<file path="config.mk">
export PLATFORM = sky130hd
export DESIGN_NAME = dir_input_conditioner
export DESIGN_NICKNAME = d
export VERILOG_FILES = /design/src/rtl/dir_input_conditioner.sv
export SDC_FILE = /design/constraint.sdc
export NUM_CORES = 1
export LEC_CHECK = 0
export CORE_MARGIN = 4
export CORE_UTILIZATION = 44
export CTS_CLUSTER_SIZE = 25
export DETAILED_ROUTE_END_ITERATION = 10
export GPL_TIMING_DRIVEN = 0
export PLACE_DENSITY = 0.78
export SLEW_MARGIN = 20
export SYNTH_ARGS = -nofsm -noshare
export SYNTH_HDL_FRONTEND = slang
export SYNTH_SLANG_ARGS = --single-unit
</file>
<file path="constraint.sdc">
create_clock -name clk_sys -period 1.27 [get_ports clk_sys]
set_input_delay 0.254 -clock clk_sys [delete_from_list [all_inputs] [get_ports clk_sys]]
set_output_delay 0.254 -clock clk_sys [all_outputs]
set_load 0.1 [all_outputs]
</file>
<file path="src/rtl/dir_input_conditioner.sv">
// Joystick direction conditioner: per-bit 2-flop synchroniser, optional
// debounce, per-axis opposing-direction (SOCD) resolution, registered
// direction output with change pulse, and a history register holding the
// last non-diagonal output for the downstream diagonal prediction stage.
// Bit order everywhere: [3]=up, [2]=down, [1]=left, [0]=right.
module dir_input_conditioner #(
    parameter int DEBOUNCE_COUNT = 0,
    parameter int SOCD_MODE      = 1
) (
    input  logic       clk_sys,
    input  logic       reset_n,
    input  logic       ce,
    input  logic [3:0] raw_dir,
    output logic [3:0] dir_out,
    output logic [3:0] oldp_out,
    output logic       dir_change
);

    logic [3:0] sync1_q, sync2_q;
    logic [3:0] stable;
    logic [3:0] prev_q;
    logic [3:0] rise;
    logic       last_v_q, last_v_d;   // 1 = down pressed last, 0 = up
    logic       last_h_q, last_h_d;   // 1 = left pressed last, 0 = right
    logic [3:0] socd;
    logic [3:0] dir_q, oldp_q;
    logic       chg_q;
    logic       diag;

    // Two-flop synchroniser for the asynchronous raw directions
    always_ff @(posedge clk_sys or negedge reset_n) begin
        if (!reset_n) begin
            sync1_q <= '0;
            sync2_q <= '0;
        end else begin
            sync1_q <= raw_dir;
            sync2_q <= sync1_q;
        end
    end

    generate
        if (DEBOUNCE_COUNT == 0) begin : g_bypass
            logic unused_ce;
            assign unused_ce = ce;
            assign stable    = sync2_q;
        end else begin : g_debounce
            localparam int            CW   = $clog2(DEBOUNCE_COUNT + 1);
            localparam logic [CW-1:0] TERM = CW'(DEBOUNCE_COUNT);

            logic [CW-1:0] cnt_q [0:3];
            logic [CW-1:0] cnt_d [0:3];
            logic [3:0]    stable_q, stable_d;

            // Per-bit disagreement counter; flips the stable bit on terminal count
            always_comb begin
                stable_d = stable_q;
                for (int i = 0; i < 4; i++) begin
                    cnt_d[i] = cnt_q[i];
                    if (ce) begin
                        if (sync2_q[i] != stable_q[i]) begin
                            if ((cnt_q[i] + CW'(1)) == TERM) begin
                                stable_d[i] = sync2_q[i];
                                cnt_d[i]    = '0;
                            end else begin
                                cnt_d[i] = cnt_q[i] + CW'(1);
                            end
                        end else begin
                            cnt_d[i] = '0;
                        end
                    end
                end
            end

            // Debounce state registers
            always_ff @(posedge clk_sys or negedge reset_n) begin
                if (!reset_n) begin
                    stable_q <= '0;
                    for (int i = 0; i < 4; i++) cnt_q[i] <= '0;
                end else begin
                    stable_q <= stable_d;
                    for (int i = 0; i < 4; i++) cnt_q[i] <= cnt_d[i];
                end
            end

            assign stable = stable_q;
        end
    endgenerate

    assign rise = stable & ~prev_q;

    // SOCD resolution; the updated "last" value is used so a fresh press wins
    // in the same cycle it appears instead of one cycle later
    always_comb begin
        last_v_d = last_v_q;
        last_h_d = last_h_q;
        if (rise[3] ^ rise[2]) last_v_d = rise[2];
        if (rise[1] ^ rise[0]) last_h_d = rise[1];

        socd = stable;
        if (SOCD_MODE == 1) begin
            if (stable[3] && stable[2]) socd[3:2] = 2'b00;
            if (stable[1] && stable[0]) socd[1:0] = 2'b00;
        end else if (SOCD_MODE == 2) begin
            if (stable[3] && stable[2]) socd[3:2] = last_v_d ? 2'b01 : 2'b10;
            if (stable[1] && stable[0]) socd[1:0] = last_h_d ? 2'b10 : 2'b01;
        end
    end

    // Last-pressed tracking for the mode where the most recent press wins
    always_ff @(posedge clk_sys or negedge reset_n) begin
        if (!reset_n) begin
            prev_q   <= '0;
            last_v_q <= 1'b0;
            last_h_q <= 1'b0;
        end else begin
            prev_q   <= stable;
            last_v_q <= last_v_d;
            last_h_q <= last_h_d;
        end
    end

    assign diag = (|dir_q[3:2]) && (|dir_q[1:0]);

    // Output register, change pulse and non-diagonal history
    always_ff @(posedge clk_sys or negedge reset_n) begin
        if (!reset_n) begin
            dir_q  <= '0;
            chg_q  <= 1'b0;
            oldp_q <= '0;
        end else begin
            dir_q <= socd;
            chg_q <= (socd != dir_q);
            if (!diag) oldp_q <= dir_q;
        end
    end

    assign dir_out    = dir_q;
    assign oldp_out   = oldp_q;
    assign dir_change = chg_q;

endmodule

</file>
==> impl_metrics.py <==
metrics = {
    "die": {
        "dieWidth_um": 45.3,
        "fp-row-count": 13,
        "io_pins": 16,
        "die_h_um": 45.3,
        "dieArea_mm2": 0.00205,
        "coreArea_mm2": 0.00130,
        "initial_core_util_pct": 46.9,
    },
    "sta": {
        "min_period_over_period_pct": 101,
        "fin_crit_ns": 1.28,
        "report.final.slew_viol_count": 0,
        "rsz0062_at_grt": "yes",
        "fin_ws_ns": -0.0113,
        "relSlewSlack_pct": 52.9,
        "tightest_slew_ns": 0.705,
        "hold_viol_final": 0,
        "setup_violations": 1,
        "finClkSkew_ns": 0.0114,
        "max_freq_ghz": 0.780,
    },
    "clock_tree": {
        "cts_root_buf": "clkbuf_4",
        "path_clk_slew_ns": 0.10,
        "htreeDepth": 1,
        "clk_path_buf_depth": 2,
        "clk_latency_ns": 0.29,
        "cts_tree": "yes",
        "cts_num_sinks": 17,
        "cts_inserted_buffers": 3,
    },
    "layout": {
        "n_antenna_cell": 0,
        "final_cells": 88,
        "final_common_cell": "dfrtp_1",
        "area_growth_pct": 48.0,
        "fillers": 98,
        "drive_above_1_share_pct": 46.6,
        "final_cell_mix": "dfrtp_1, buf_4, nor2_1",
        "finalNetCount": 81,
    },
    "outcome": {
        "status": "finished with violations",
        "violations": "negative setup slack",
    },
    "worst_setup_path": {
        "path_cells": "buf_12",
        "critPathBufInv": 1,
        "cp_top_family": "flip-flops",
        "crit_fanout": 8,
        "crit_slowest_cell": "dfrtp_4",
        "worstPathRequired_ns": 1.02,
        "crit_type": "flip-flop to primary output",
        "start_kind": "flip-flop",
        "startpoint": "dir_out[1]",
        "cp.arrival_ns": 1.03,
        "endpoint_kind": "primary output",
        "r2r_start": "dir_out[2]",
        "critical-path-max-stage-delay_ns": 0.55,
    },
    "place": {
        "post-place-ws_ns": -0.585,
        "io_buffers": 14,
        "dp_cells": 77,
        "gp_congestion": 0.670,
    },
    "detailed_routing": {
        "vias": 424,
        "via_per_inst": 4.82,
        "post_drt_wl_per_cell_um": 12.5,
        "drc": 0,
        "dr.pass1.iters": 4,
        "postRouteAntennaNets": 0,
        "drt_wl_total_mm": 1.10,
        "drt_iter0_drc": 4,
    },
    "global_route": {
        "grt-ovfl-total": 0,
        "grt_pass1_vias": 388,
        "grt_use_total_pct": 12.3,
        "antenna_found_initial": 0,
        "grt_max_degree": 18,
        "grt_pass1_wl_mm": 1.73,
    },
    "yosys": {
        "synth_seq_cells": 17,
        "syn-cell-area_um2": 611,
        "synth.avg_cell_area_um2": 12.7,
        "synth.yosys.seq_area_share_pct": 69.7,
        "yosysWarnings": 0,
        "ys_types": 15,
        "syn_nets": 55,
        "syn_inst": 48,
    },
    "flow_run": {
        "drv_cap": 0,
    },
    "power_and_ir_drop": {
        "ir_worst_vdd_v": 0.000827,
        "leakage_nw": 0.412,
        "power_density_mw_per_mm2": 1310,
    },
    "worst_hold_path": {
        "hp-start": "sync1_q[3]",
        "hold_path.class": "flip-flop to flip-flop",
    },
}
-- synthesized netlist by cell type --
| library cell | instances | area, um^2 |
|---|---|---|
| nor2b_4 | 1 | 13.8 |
| nor3b_1 | 2 | 15.0 |
| o32ai_1 | 1 | 8.76 |
| inv_1 | 1 | 3.75 |
| a21oi_1 | 4 | 20.0 |
| clkbuf_2 | 1 | 5.00 |
| nor2b_1 | 2 | 12.5 |
| and2b_2 | 1 | 8.76 |
| xnor2_1 | 2 | 17.5 |
| and3b_1 | 1 | 8.76 |
| nor4_1 | 2 | 12.5 |
| or2_2 | 2 | 12.5 |
| dfrtp_1 | 17 | 425 |
| nor2_1 | 10 | 37.5 |
| a31o_2 | 1 | 8.76 |
-- cells by family (layout without fill, tap and decap cells) --
group                     Yosys count  count (layout)  synth area share (%)
AOI/OAI and AO/OA                   6               6                  6.15
xor gates and xnor gates            2               2                  2.87
buffers and inverters               2              27                  1.43
DFF                                17              17                  69.7
and+or+nand+nor                    21              21                  19.9
-- per-layer routing --
| layer | wire [um] | GRT usage, % |
|---|---|---|
| met4 | 4 | 8.77 |
| met1 | 522 | 16.2 |
| met2 | 487 | 17.8 |
| met5 | 0 | 0 |
| met3 | 88 | 2.39 |
-- state kept, by name, summed over array words and instances, names as in the netlist --
signal and cells:
dir_change 1, dir_out 4, oldp_out 4, stable 4
sync1_q 4
-- stage by stage --
| step | hold slack (ns) | instance area, um^2 | setup TNS [ns] | total power, W | utilization, % |
|---|---|---|---|---|---|
| detailed placement | 0.337 | 810 | -4.49 | 0.000887 | 62.2 |
| CTS | 0.357 | 846 | -0.0228 | 0.00117 | 65.0 |
| global route | 0.376 | 903 | -0.0428 | 0.00123 | 69.4 |
| global placement | 0.334 | 810 | -4.46 | 0.000883 | 62.2 |
| finish | 0.355 | 903 | -0.0113 | 0.00118 | 69.4 |
| floorplan | -0.0416 | 651 | -0.110 | 0.000810 | - |
-- what timing repair did --
action                     CTS  global route
resized for setup           60             3
setup endpoints to repair    9             4
hold buffers                 0             0
buffers inserted             1             6
pin swaps                    0             0
hold endpoints to repair     0             0
-- report_power, final --
part           internal, W  switching [W]  leakage, nW  total (W)
registers         0.000576      0.0000263        0.201   0.000603
logic            0.0000984       0.000200        0.193   0.000298
clock network     0.000117       0.000167       0.0177   0.000284
total             0.000792       0.000393        0.412    0.00118
-- layout make-up --
type	count	area (um^2)	area share, %
Sequential cell	17	438	48.5
Timing Repair Buffer	21	201	22.3
Multi-Input combinational cell	29	200	22.2
Clock buffer	3	22.5	2.49
Tap cell	15	18.8	2.08
Buffer	1	13.8	1.52
Clock inverter	1	5.00	0.554
Inverter	1	3.75	0.416
-- worst paths after layout --
kind / end / slack, ns / cells past startpoint
setup / recovery: dir_out[1] / -0.01 / 1
hold / removal: stable[3] / 0.35 / 0
setup reg to reg: dir_change / 0.06 / 4
hold reg to reg: stable[3] / 0.35 / 0
max in group asynchronous: dir_out[2] / 0.37 / 1
min in group asynchronous: oldp_out[1] / 0.37 / 1
Power figures use the tool's default switching activity.
